## src/rtl/pipe_ctrl_unit_if.sv

```systemverilog
// D-stage inputs and D/E-stage control outputs of the pipelined control unit.
// The core (master) drives the decode inputs; the control unit (slave) returns controls.
interface pipe_ctrl_unit_if;
   logic [5:0] op;
   logic [5:0] funct;
   logic       validD;
   logic       stallD;
   logic       flushE;
   logic       equalD;
   logic       branchD;
   logic       pcsrcD;
   logic       jumpD;
   logic       stopfetchD;
   logic       regwriteE;
   logic       memtoregE;
   logic       memwriteE;
   logic       regdstE;
   logic       alusrcE;
   logic       zeroextE;
   logic [2:0] alucontrolE;
   logic       illegalE;
   logic       illegal_seen;
   logic       halted;

   modport master (
      output op, funct, validD, stallD, flushE, equalD,
      input  branchD, pcsrcD, jumpD, stopfetchD,
      input  regwriteE, memtoregE, memwriteE, regdstE, alusrcE, zeroextE,
      input  alucontrolE, illegalE, illegal_seen, halted
   );

   modport slave (
      input  op, funct, validD, stallD, flushE, equalD,
      output branchD, pcsrcD, jumpD, stopfetchD,
      output regwriteE, memtoregE, memwriteE, regdstE, alusrcE, zeroextE,
      output alucontrolE, illegalE, illegal_seen, halted
   );
endinterface

```

## src/rtl/pipe_ctrl_unit.sv

```systemverilog
// Pipelined MIPS-subset control: D-stage decoder, D->E control register with
// stall/flush bubbling, and a halt FSM that drains E/M/W before reporting halted.
module pipe_ctrl_unit #(
   parameter int DRAIN_STAGES = 3,
   parameter bit EXT_OPS      = 1'b1
) (
   input logic             clk,
   input logic             reset,
   pipe_ctrl_unit_if.slave bus
);
   typedef enum logic [1:0] {RUN = 2'd0, DRAIN = 2'd1, HALTED = 2'd2} haltState_t;

   localparam logic [2:0] ALU_ADD = 3'b010;
   localparam logic [2:0] ALU_SUB = 3'b110;
   localparam logic [2:0] ALU_AND = 3'b000;
   localparam logic [2:0] ALU_OR  = 3'b001;
   localparam logic [2:0] ALU_SLT = 3'b111;

   haltState_t state, stateNext;
   logic [2:0] drainCount, drainCountNext;

   logic       decRegWrite, decMemToReg, decMemWrite, decRegDst, decAluSrc, decZeroExt;
   logic       decIllegal, decBranch, decBne, decJump, decHalt;
   logic [2:0] decAluControl;
   logic       accept, loadCtrl, runD;

   always_comb begin
      decRegWrite   = 1'b0;
      decMemToReg   = 1'b0;
      decMemWrite   = 1'b0;
      decRegDst     = 1'b0;
      decAluSrc     = 1'b0;
      decZeroExt    = 1'b0;
      decIllegal    = 1'b0;
      decBranch     = 1'b0;
      decBne        = 1'b0;
      decJump       = 1'b0;
      decHalt       = 1'b0;
      decAluControl = ALU_ADD;
      case (bus.op)
         6'b000000: begin
            decRegWrite = 1'b1;
            decRegDst   = 1'b1;
            case (bus.funct)
               6'b100000: decAluControl = ALU_ADD;
               6'b100010: decAluControl = ALU_SUB;
               6'b100100: decAluControl = ALU_AND;
               6'b100101: decAluControl = ALU_OR;
               6'b101010: decAluControl = ALU_SLT;
               default:   decIllegal    = 1'b1;
            endcase
         end
         6'b100011: begin decRegWrite = 1'b1; decAluSrc = 1'b1; decMemToReg = 1'b1; end
         6'b101011: begin decAluSrc = 1'b1; decMemWrite = 1'b1; end
         6'b000100: begin decBranch = 1'b1; decAluControl = ALU_SUB; end
         6'b001000: begin decRegWrite = 1'b1; decAluSrc = 1'b1; end
         6'b000010: decJump = 1'b1;
         6'b111111: decHalt = 1'b1;
         6'b001100: begin
            if (EXT_OPS) begin
               decRegWrite = 1'b1; decAluSrc = 1'b1; decZeroExt = 1'b1; decAluControl = ALU_AND;
            end else decIllegal = 1'b1;
         end
         6'b001101: begin
            if (EXT_OPS) begin
               decRegWrite = 1'b1; decAluSrc = 1'b1; decZeroExt = 1'b1; decAluControl = ALU_OR;
            end else decIllegal = 1'b1;
         end
         6'b001010: begin
            if (EXT_OPS) begin
               decRegWrite = 1'b1; decAluSrc = 1'b1; decAluControl = ALU_SLT;
            end else decIllegal = 1'b1;
         end
         6'b000101: begin
            if (EXT_OPS) begin
               decBranch = 1'b1; decBne = 1'b1; decAluControl = ALU_SUB;
            end else decIllegal = 1'b1;
         end
         default: decIllegal = 1'b1;
      endcase
   end

   // flushE and stallD both suppress accept, so flush wins without a separate path.
   assign accept   = bus.validD & ~bus.stallD & ~bus.flushE & (state == RUN);
   assign loadCtrl = accept & ~(decIllegal | decBranch | decJump | decHalt);

   always_ff @(posedge clk or posedge reset) begin
      if (reset) begin
         bus.regwriteE    <= 1'b0;
         bus.memtoregE    <= 1'b0;
         bus.memwriteE    <= 1'b0;
         bus.regdstE      <= 1'b0;
         bus.alusrcE      <= 1'b0;
         bus.zeroextE     <= 1'b0;
         bus.alucontrolE  <= ALU_ADD;
         bus.illegalE     <= 1'b0;
         bus.illegal_seen <= 1'b0;
      end else begin
         bus.regwriteE   <= loadCtrl & decRegWrite;
         bus.memtoregE   <= loadCtrl & decMemToReg;
         bus.memwriteE   <= loadCtrl & decMemWrite;
         bus.regdstE     <= loadCtrl & decRegDst;
         bus.alusrcE     <= loadCtrl & decAluSrc;
         bus.zeroextE    <= loadCtrl & decZeroExt;
         bus.alucontrolE <= loadCtrl ? decAluControl : ALU_ADD;
         bus.illegalE    <= accept & decIllegal;
         if (accept & decIllegal)
            bus.illegal_seen <= 1'b1;
      end
   end

   always_ff @(posedge clk or posedge reset) begin
      if (reset) begin
         state      <= RUN;
         drainCount <= 3'd0;
      end else begin
         state      <= stateNext;
         drainCount <= drainCountNext;
      end
   end

   // The counter leaves DRAIN at 1, so it bottoms out at 0 and never wraps.
   always_comb begin
      stateNext      = state;
      drainCountNext = drainCount;
      case (state)
         RUN: begin
            if (accept & decHalt) begin
               stateNext      = DRAIN;
               drainCountNext = 3'(DRAIN_STAGES);
            end
         end
         DRAIN: begin
            drainCountNext = drainCount - 3'd1;
            if (drainCount == 3'd1)
               stateNext = HALTED;
         end
         HALTED:  stateNext = HALTED;
         default: stateNext = RUN;
      endcase
   end

   always_comb begin
      runD           = bus.validD & (state == RUN);
      bus.branchD    = runD & decBranch;
      bus.pcsrcD     = runD & decBranch & (decBne ? ~bus.equalD : bus.equalD);
      bus.jumpD      = runD & decJump;
      bus.stopfetchD = (state != RUN);
      bus.halted     = (state == HALTED);
   end
endmodule

```

## src/flat_wrapper.sv

```systemverilog
// flat-port wrapper written by rule: the top's interface ports become plain ports
module pipe_ctrl_unit_flat 
#(
   parameter int DRAIN_STAGES = 3,
   parameter bit EXT_OPS      = 1'b1
)
  (clk, reset, bus_op, bus_funct, bus_validD, bus_stallD, bus_flushE, bus_equalD, bus_branchD, bus_pcsrcD, bus_jumpD, bus_stopfetchD, bus_regwriteE, bus_memtoregE, bus_memwriteE, bus_regdstE, bus_alusrcE, bus_zeroextE, bus_alucontrolE, bus_illegalE, bus_illegal_seen, bus_halted);
  pipe_ctrl_unit_if bus_i ();
  input logic clk;
  input logic reset;
  input wire logic [$bits(bus_i.op)-1:0] bus_op;
  input wire logic [$bits(bus_i.funct)-1:0] bus_funct;
  input wire logic [$bits(bus_i.validD)-1:0] bus_validD;
  input wire logic [$bits(bus_i.stallD)-1:0] bus_stallD;
  input wire logic [$bits(bus_i.flushE)-1:0] bus_flushE;
  input wire logic [$bits(bus_i.equalD)-1:0] bus_equalD;
  output wire logic [$bits(bus_i.branchD)-1:0] bus_branchD;
  output wire logic [$bits(bus_i.pcsrcD)-1:0] bus_pcsrcD;
  output wire logic [$bits(bus_i.jumpD)-1:0] bus_jumpD;
  output wire logic [$bits(bus_i.stopfetchD)-1:0] bus_stopfetchD;
  output wire logic [$bits(bus_i.regwriteE)-1:0] bus_regwriteE;
  output wire logic [$bits(bus_i.memtoregE)-1:0] bus_memtoregE;
  output wire logic [$bits(bus_i.memwriteE)-1:0] bus_memwriteE;
  output wire logic [$bits(bus_i.regdstE)-1:0] bus_regdstE;
  output wire logic [$bits(bus_i.alusrcE)-1:0] bus_alusrcE;
  output wire logic [$bits(bus_i.zeroextE)-1:0] bus_zeroextE;
  output wire logic [$bits(bus_i.alucontrolE)-1:0] bus_alucontrolE;
  output wire logic [$bits(bus_i.illegalE)-1:0] bus_illegalE;
  output wire logic [$bits(bus_i.illegal_seen)-1:0] bus_illegal_seen;
  output wire logic [$bits(bus_i.halted)-1:0] bus_halted;
  assign bus_i.op = bus_op;
  assign bus_i.funct = bus_funct;
  assign bus_i.validD = bus_validD;
  assign bus_i.stallD = bus_stallD;
  assign bus_i.flushE = bus_flushE;
  assign bus_i.equalD = bus_equalD;
  assign bus_branchD = bus_i.branchD;
  assign bus_pcsrcD = bus_i.pcsrcD;
  assign bus_jumpD = bus_i.jumpD;
  assign bus_stopfetchD = bus_i.stopfetchD;
  assign bus_regwriteE = bus_i.regwriteE;
  assign bus_memtoregE = bus_i.memtoregE;
  assign bus_memwriteE = bus_i.memwriteE;
  assign bus_regdstE = bus_i.regdstE;
  assign bus_alusrcE = bus_i.alusrcE;
  assign bus_zeroextE = bus_i.zeroextE;
  assign bus_alucontrolE = bus_i.alucontrolE;
  assign bus_illegalE = bus_i.illegalE;
  assign bus_illegal_seen = bus_i.illegal_seen;
  assign bus_halted = bus_i.halted;
  pipe_ctrl_unit #(.DRAIN_STAGES(DRAIN_STAGES), .EXT_OPS(EXT_OPS)) u_core (.clk(clk), .reset(reset), .bus(bus_i));
endmodule
```

## config.mk

```make
export PLATFORM = sky130hd
export DESIGN_NAME = pipe_ctrl_unit_flat
export DESIGN_NICKNAME = d
export VERILOG_FILES = /design/src/rtl/pipe_ctrl_unit_if.sv /design/src/rtl/pipe_ctrl_unit.sv /design/src/flat_wrapper.sv
export SDC_FILE = /design/constraint.sdc
export NUM_CORES = 1
export LEC_CHECK = 0
export CAP_MARGIN = 15
export CORE_MARGIN = 4
export CORE_UTILIZATION = 51
export CTS_BUF_LIST = sky130_fd_sc_hd__clkbuf_8
export CTS_CLUSTER_DIAMETER = 30
export DETAILED_ROUTE_END_ITERATION = 10
export GPL_TIMING_DRIVEN = 0
export PLACE_DENSITY = 0.94
export SYNTH_ARGS = -nofsm -noshare
export SYNTH_HDL_FRONTEND = slang
export SYNTH_SLANG_ARGS = --single-unit
```

## constraint.sdc

```tcl
create_clock -name clk -period 5.5 [get_ports clk]
set_input_delay 0.55 -clock clk [delete_from_list [all_inputs] [get_ports clk]]
set_output_delay 0.55 -clock clk [all_outputs]
set_load 0.02 [all_outputs]
```

==> results.yml, run 1 <==
placement:
  place_congestion: 0.9475
  dp_hpwl_um: 2195
  port_buffers: 33
power_and_ir_drop:
  internal_power_uw: 288.1
  power_density_nw_per_um2: 294.7
  p_switching_uw: 156.2
  vdd_ir_drop_max_mv: 0.1868
  power_leakage_uw: 0.0006012
  p_sw_share_pct: 35.15
  pwr-share-comb_pct: 42.7
  power_frac_clock_pct: 22.6
  p_seq_share_pct: 34.7
clocking:
  clock-sinks: 16
  ctsHoldBuffers: 0
  clock_path_buffers: 2
  post_cts_resize_count: 0
  cts_setup_buffers: 0
  cts_tree: "built"
  cts_buffers: 3
  clk_pin_slew_ns: 0.06
  clk_latency_ns: 0.25
  clock-root-buffer: "clkbuf_8"
  h-tree-depth: 1
cells_and_area:
  antennaDiodeCount: 0
  post-route-util_pct: 75.31
  fill_cells: 148
  top_regs: "u_core.bus.alucontrolE (3), u_core.drainCount (3), u_core.state (2)"
  nets: 177
  layout-drive-gt1-share_pct: 7.895
  area_growth_pct: 38.51
floorplan:
  die_area_um2: 2938
  die_x_um: 54.20
  rows: 16
  ios: 34
  initial_core_util_pct: 54.38
  die_h_um: 54.20
  design.core.area_um2: 2002
flow_run:
  drv_cap: 0
worst_setup_path:
  crit_type: "in2out"
  worst_ep_arrival_time_ns: 2.62
  crit_path_top_delay_cell: "clkdlybuf4s50_1"
  crit_path_end_kind: "output port"
  reg2reg_depth: 6
  critPathMaxFanout: 10
  path_buf_inv: 3
  cp_slowest_stage_delay_ns: 0.68
  worstPathCellList: "clkdlybuf4s50_1 > clkbuf_1 > nor2_1 > nand2_1 > nor4_1 > clkdlybuf4s50_1"
  cp-start-kind: "primary input"
  crit_family: "buffers and inverters"
  crit_cells: 6
  cpMostUsedCell: "clkdlybuf4s50_1"
  required_ns: 4.95
yosys:
  ys_top_cells_by_count: "dfrtp_1, inv_1, a21oi_1, nor2_1"
  synthesis.nets: 139
  ys_seq_elements: 16
  avgSynthCellArea_um2: 9.466
  yosys_warnings: 0
  yosysTopAreaCellShare_pct: 34.48
  synth_cell_types: 42
  ys_top_cells_by_area: "dfrtp_1, ha_1, a2111oi_1"
  synth_most_common_cell: "dfrtp_1"
  synth_flop_cell: "dfrtp_1"
  async_flop_share_pct: 100.0
  syn_inst: 115
  synth_edf_count: 0
  synth-seq-area-share_pct: 36.90
  yosysTopAreaCell: "dfrtp_1"
  syn-cell-area_um2: 1089
sta:
  fin_crit_sh_pct: 57.65
  hold_violations: 0
  worst_pin_slew_ns: 0.6296
  holdWs_ns: 0.4951
  rsz0062_at_grt: "no"
  fin_setup_tns_ns: 0
  min_period_ns: 3.171
  setup-violations-final: 0
  fin_skew_ns: 0.002287
  maxSlewHeadroom_pct: 57.78
  maxSlewViolCount: 0
  max_freq_mhz: 315.4
detailed_routing:
  ant_nets: 0
  dr.pass1.iters: 4
  drc: 0
  routedWlPerCell_um: 15.21
  drtIter0Drc: 20
  viasPerCell: 5.955
  wirelength_um: 2722
  vias: 1066
outcome:
  status: "complete, no violations"
global_route:
  grt_max_degree: 17
  grt_pass1_wl_um: 4422
  antenna_found_initial: 0
  grt_pass1_vias: 1029
  grt_usage_pct: 21.16
  grt_overflow_total: 0
worst_hold_path:
  min_path_cells: 1
  min_path_type: "reg2reg"
## power groups by stage
stage	Sequential (µW)	Combinational (µW)	Clock [µW]
after floorplan	158	119	0
after global placement	155	175	0
after detailed placement	157	189	0
after CTS	154	191	102
after global routing	158	211	108
final	154	190	100
## placed cells by master (no fill, tap or decap), types with 3 or more instances in the layout
master and count:
clkdlybuf4s50_1 33, dfrtp_1 15, inv_1 11, nor2_1 7, a21oi_1 7, nand2_1 6, ha_1 6, a2111oi_1 5
clkbuf_8 4, o32ai_1 3, o21ai_0 3, nor2b_1 3, nor3_1 3, a211oi_1 3
## final cells by class
class / count / area (µm²) / share of cell area, %
repair buffers: 33 / 330.3 / 21.91
multi-input cells: 83 / 624.3 / 41.41
inverters: 11 / 41.29 / 2.739
flip-flops and latches: 16 / 401.6 / 26.64
well taps: 27 / 33.78 / 2.241
plain buffers: 5 / 21.27 / 1.411
clock buffers: 4 / 55.05 / 3.651
## worst register-to-register path: cells and delay by family, from the launching register on
kind	cells	cell delay, ns
AND/OR/NAND/NOR	2	0.59
AO/OA/AOI/OAI	2	0.70
buffers and inverters	1	0.12
adder cells (fa/ha/maj)	1	0.28
flip-flops	1	0.40
## worst paths after layout
| check | start | end | slack, ns |
|---|---|---|---|
| setup / recovery | bus_op[1] | bus_pcsrcD | 2.33 |
| hold / removal | u_core.bus.illegal_seen | u_core.bus.illegal_seen | 0.50 |
| setup reg to reg | u_core.state[0] | u_core.bus.zeroextE | 3.29 |
| hold reg to reg | u_core.bus.illegal_seen | u_core.bus.illegal_seen | 0.50 |
| max in group asynchronous | reset | u_core.bus.alucontrolE[1] | 4.46 |
| min in group asynchronous | reset | u_core.drainCount[2] | 0.67 |
## metal layers
layer,vias up,part of all wire [%],GRT usage [%]
li1,505,-,-
met4,0,3.5,11.62
met5,-,0,0
met2,48,53,39.04
met3,9,5.8,1.939
met1,504,38,23.36
## logic make-up (layout without fill, tap and decap cells)
logic type,Yosys count,in the layout,synth area share (%)
compound gates,37,37,27.01
simple gates,36,36,19.66
flops,16,16,36.90
buf+inv,16,53,5.747
fa+ha+maj,6,6,6.896
mux,3,3,2.988
xor+xnor,1,1,0.8047
## through the flow
stage,cell area [µm²],power [µW],worst slack [ns],std cells
final,1508,444.3,2.329,179
after global routing,1508,476.6,2.306,179
after CTS,1508,447.5,2.372,179
after detailed placement,1453,346.0,2.386,175
after global placement,1453,329.9,2.512,175
after floorplan,1089,276.3,3.306,115
(Power assumes the default switching activity.)
==> run 2, diff against run 1 <==
- CORE_UTILIZATION: 51 -> 48
- PLACE_DENSITY: 0.94 -> 0.89
- clock period: 5.5 -> 3.05 ns (I/O delays scaled with it)
==> run 2 against run 1 <==
Combinational power grew 77%. Count of clock-buffer cells in the layout down 1. Total power up 74%. Cell count unchanged. Non-clock buffer count is the same. Sequential share of layout area increased by 0.18 points. Via count fell by 2.1%. Critical path type unchanged. Largest power group unchanged.
==> results.yml, run 2 (synthesis results as in run 1) <==
outcome:
  status: "complete, no violations"
clocking:
  clk_latency_ns: 0.25
  h-tree-depth: 1
  ctsHoldBuffers: 0
  clock_path_buffers: 2
  cts_buffers: 3
  post_cts_resize_count: 0
  cts_setup_buffers: 0
  cts_tree: "built"
  clock-root-buffer: "clkbuf_8"
  clk_pin_slew_ns: 0.06
  clock-sinks: 16
sta:
  hold_violations: 0
  fin_crit_sh_pct: 83.34
  setup_ws_ns: 0.5082
  setup-violations-final: 0
  rsz0062_at_grt: "no"
  maxSlewHeadroom_pct: 55.38
  min_period_ns: 2.542
  maxSlewViolCount: 0
  fin_skew_ns: 0.0006488
  worst_pin_slew_ns: 0.6653
  fin_setup_tns_ns: 0
  max_freq_mhz: 393.4
placement:
  port_buffers: 33
  placed_cells: 175
  pre_cts_slack_ns: 0.5333
  dp_hpwl_um: 2114
  place_congestion: 0.9213
floorplan:
  ios: 34
  design.core.area_um2: 2062
  rows: 16
  die_area_um2: 3094
  die_x_um: 55.62
  die_h_um: 55.62
  initial_core_util_pct: 52.79
cells_and_area:
  multi_input_area_um2: 624.3
  layout.cells.non_filler: 179
  top_regs: "u_core.bus.alucontrolE (3), u_core.drainCount (3), u_core.state (2)"
  layout-drive-gt1-share_pct: 7.237
  nets: 177
  final_common_cell: "clkdlybuf4s50_1"
  antennaDiodeCount: 0
  register_area_um2: 401.6
  layout_common_cells: "clkdlybuf4s50_1, dfrtp_1, inv_1"
  fill_cells: 159
  area_growth_pct: 37.59
worst_setup_path:
  worst_ep_arrival_time_ns: 2.24
  crit_path_end_kind: "output port"
  crit_type: "in2out"
  cp-start-kind: "primary input"
  required_ns: 2.74
  critPathMaxFanout: 10
global_route:
  grt_usage_pct: 17.92
  grt_pass1_wl_um: 4416
  antenna_found_initial: 0
  grt_max_degree: 17
  grt_pass1_vias: 986
  grt_overflow_total: 0
detailed_routing:
  wl_met3_um: 154
  routedWlPerCell_um: 14.70
  dr.pass1.iters: 4
  vias: 1044
  met2_wirelength_um: 1310
  viasPerCell: 5.832
  ant_nets: 0
  drtIter0Drc: 62
  drc: 0
  highest_layer: "met4"
  wirelength_um: 2632
  routedLengthMet1_um: 1102
power_and_ir_drop:
  power_leakage_uw: 0.0005994
  power_uw: 771.6
  vdd_ir_drop_max_mv: 0.3116
  power_density_nw_per_um2: 515.2
worst_hold_path:
  min_path_type: "in2async"
flow_run:
  drv_cap: 0
==> run 2: changes by cell type in the layout (fill, tap and decap cells not counted), sizes merged <==
cell,change
clkbuf,-1
inv,+1
==> run 2: final timing paths <==
path / startpoint / to / slack, ns / cells after the start
hold reg to reg: u_core.bus.illegal_seen / u_core.bus.illegal_seen / 0.47 / 1
setup reg to reg: u_core.state[0] / u_core.bus.zeroextE / 0.83 / 6
hold / removal: reset / u_core.state[0] / 0.41 / 2
max in group asynchronous: reset / u_core.bus.alucontrolE[1] / 2.26 / 2
setup / recovery: bus_op[1] / bus_pcsrcD / 0.51 / 6
min in group clk: u_core.bus.illegal_seen / u_core.bus.illegal_seen / 0.47 / 1
==> run 2: power breakdown <==
group	switching [µW]	internal, µW
Sequential	23.5	253
Combinational	185	151
Clock	69.3	89.2
Total	278	493
==> run 2: metrics by stage <==
step / cell area (µm²) / hold slack (ns) / utilization [%]
CTS: 1498 / 0.4344 / 72.63
detailed placement: 1453 / 0.4683 / 70.45
global route: 1498 / 0.4719 / 72.63
floorplan: 1089 / 0.2180 / -
finish: 1498 / 0.4109 / 72.63
global placement: 1453 / 0.4633 / 70.45
==> run 2: cell type report <==
| cell class | instances | share of cell area [%] |
|---|---|---|
| clock inverter | 1 | 0.2506 |
| inverter | 11 | 2.757 |
| sequential | 16 | 26.82 |
| clock buffer | 3 | 2.757 |
| multi-input combinational | 83 | 41.69 |
| tap | 27 | 2.256 |
| timing repair buffer | 33 | 22.06 |
| buffer | 5 | 1.420 |
==> run 2: worst max-delay path: stages <==
cell	delay, ns
clkdlybuf4s50_1	0.48
clkbuf_1	0.25
nor2_1	0.21
nand2_1	0.13
nor4_1	0.23
clkdlybuf4s50_1	0.64
==> run 2: routing by layer <==
metal  up-vias  global-route usage [%]
met1       479                   22.54
met2        51                   29.56
met3         5                   1.392
li1        509                       -
met5         -                       0
met4         0                   11.11
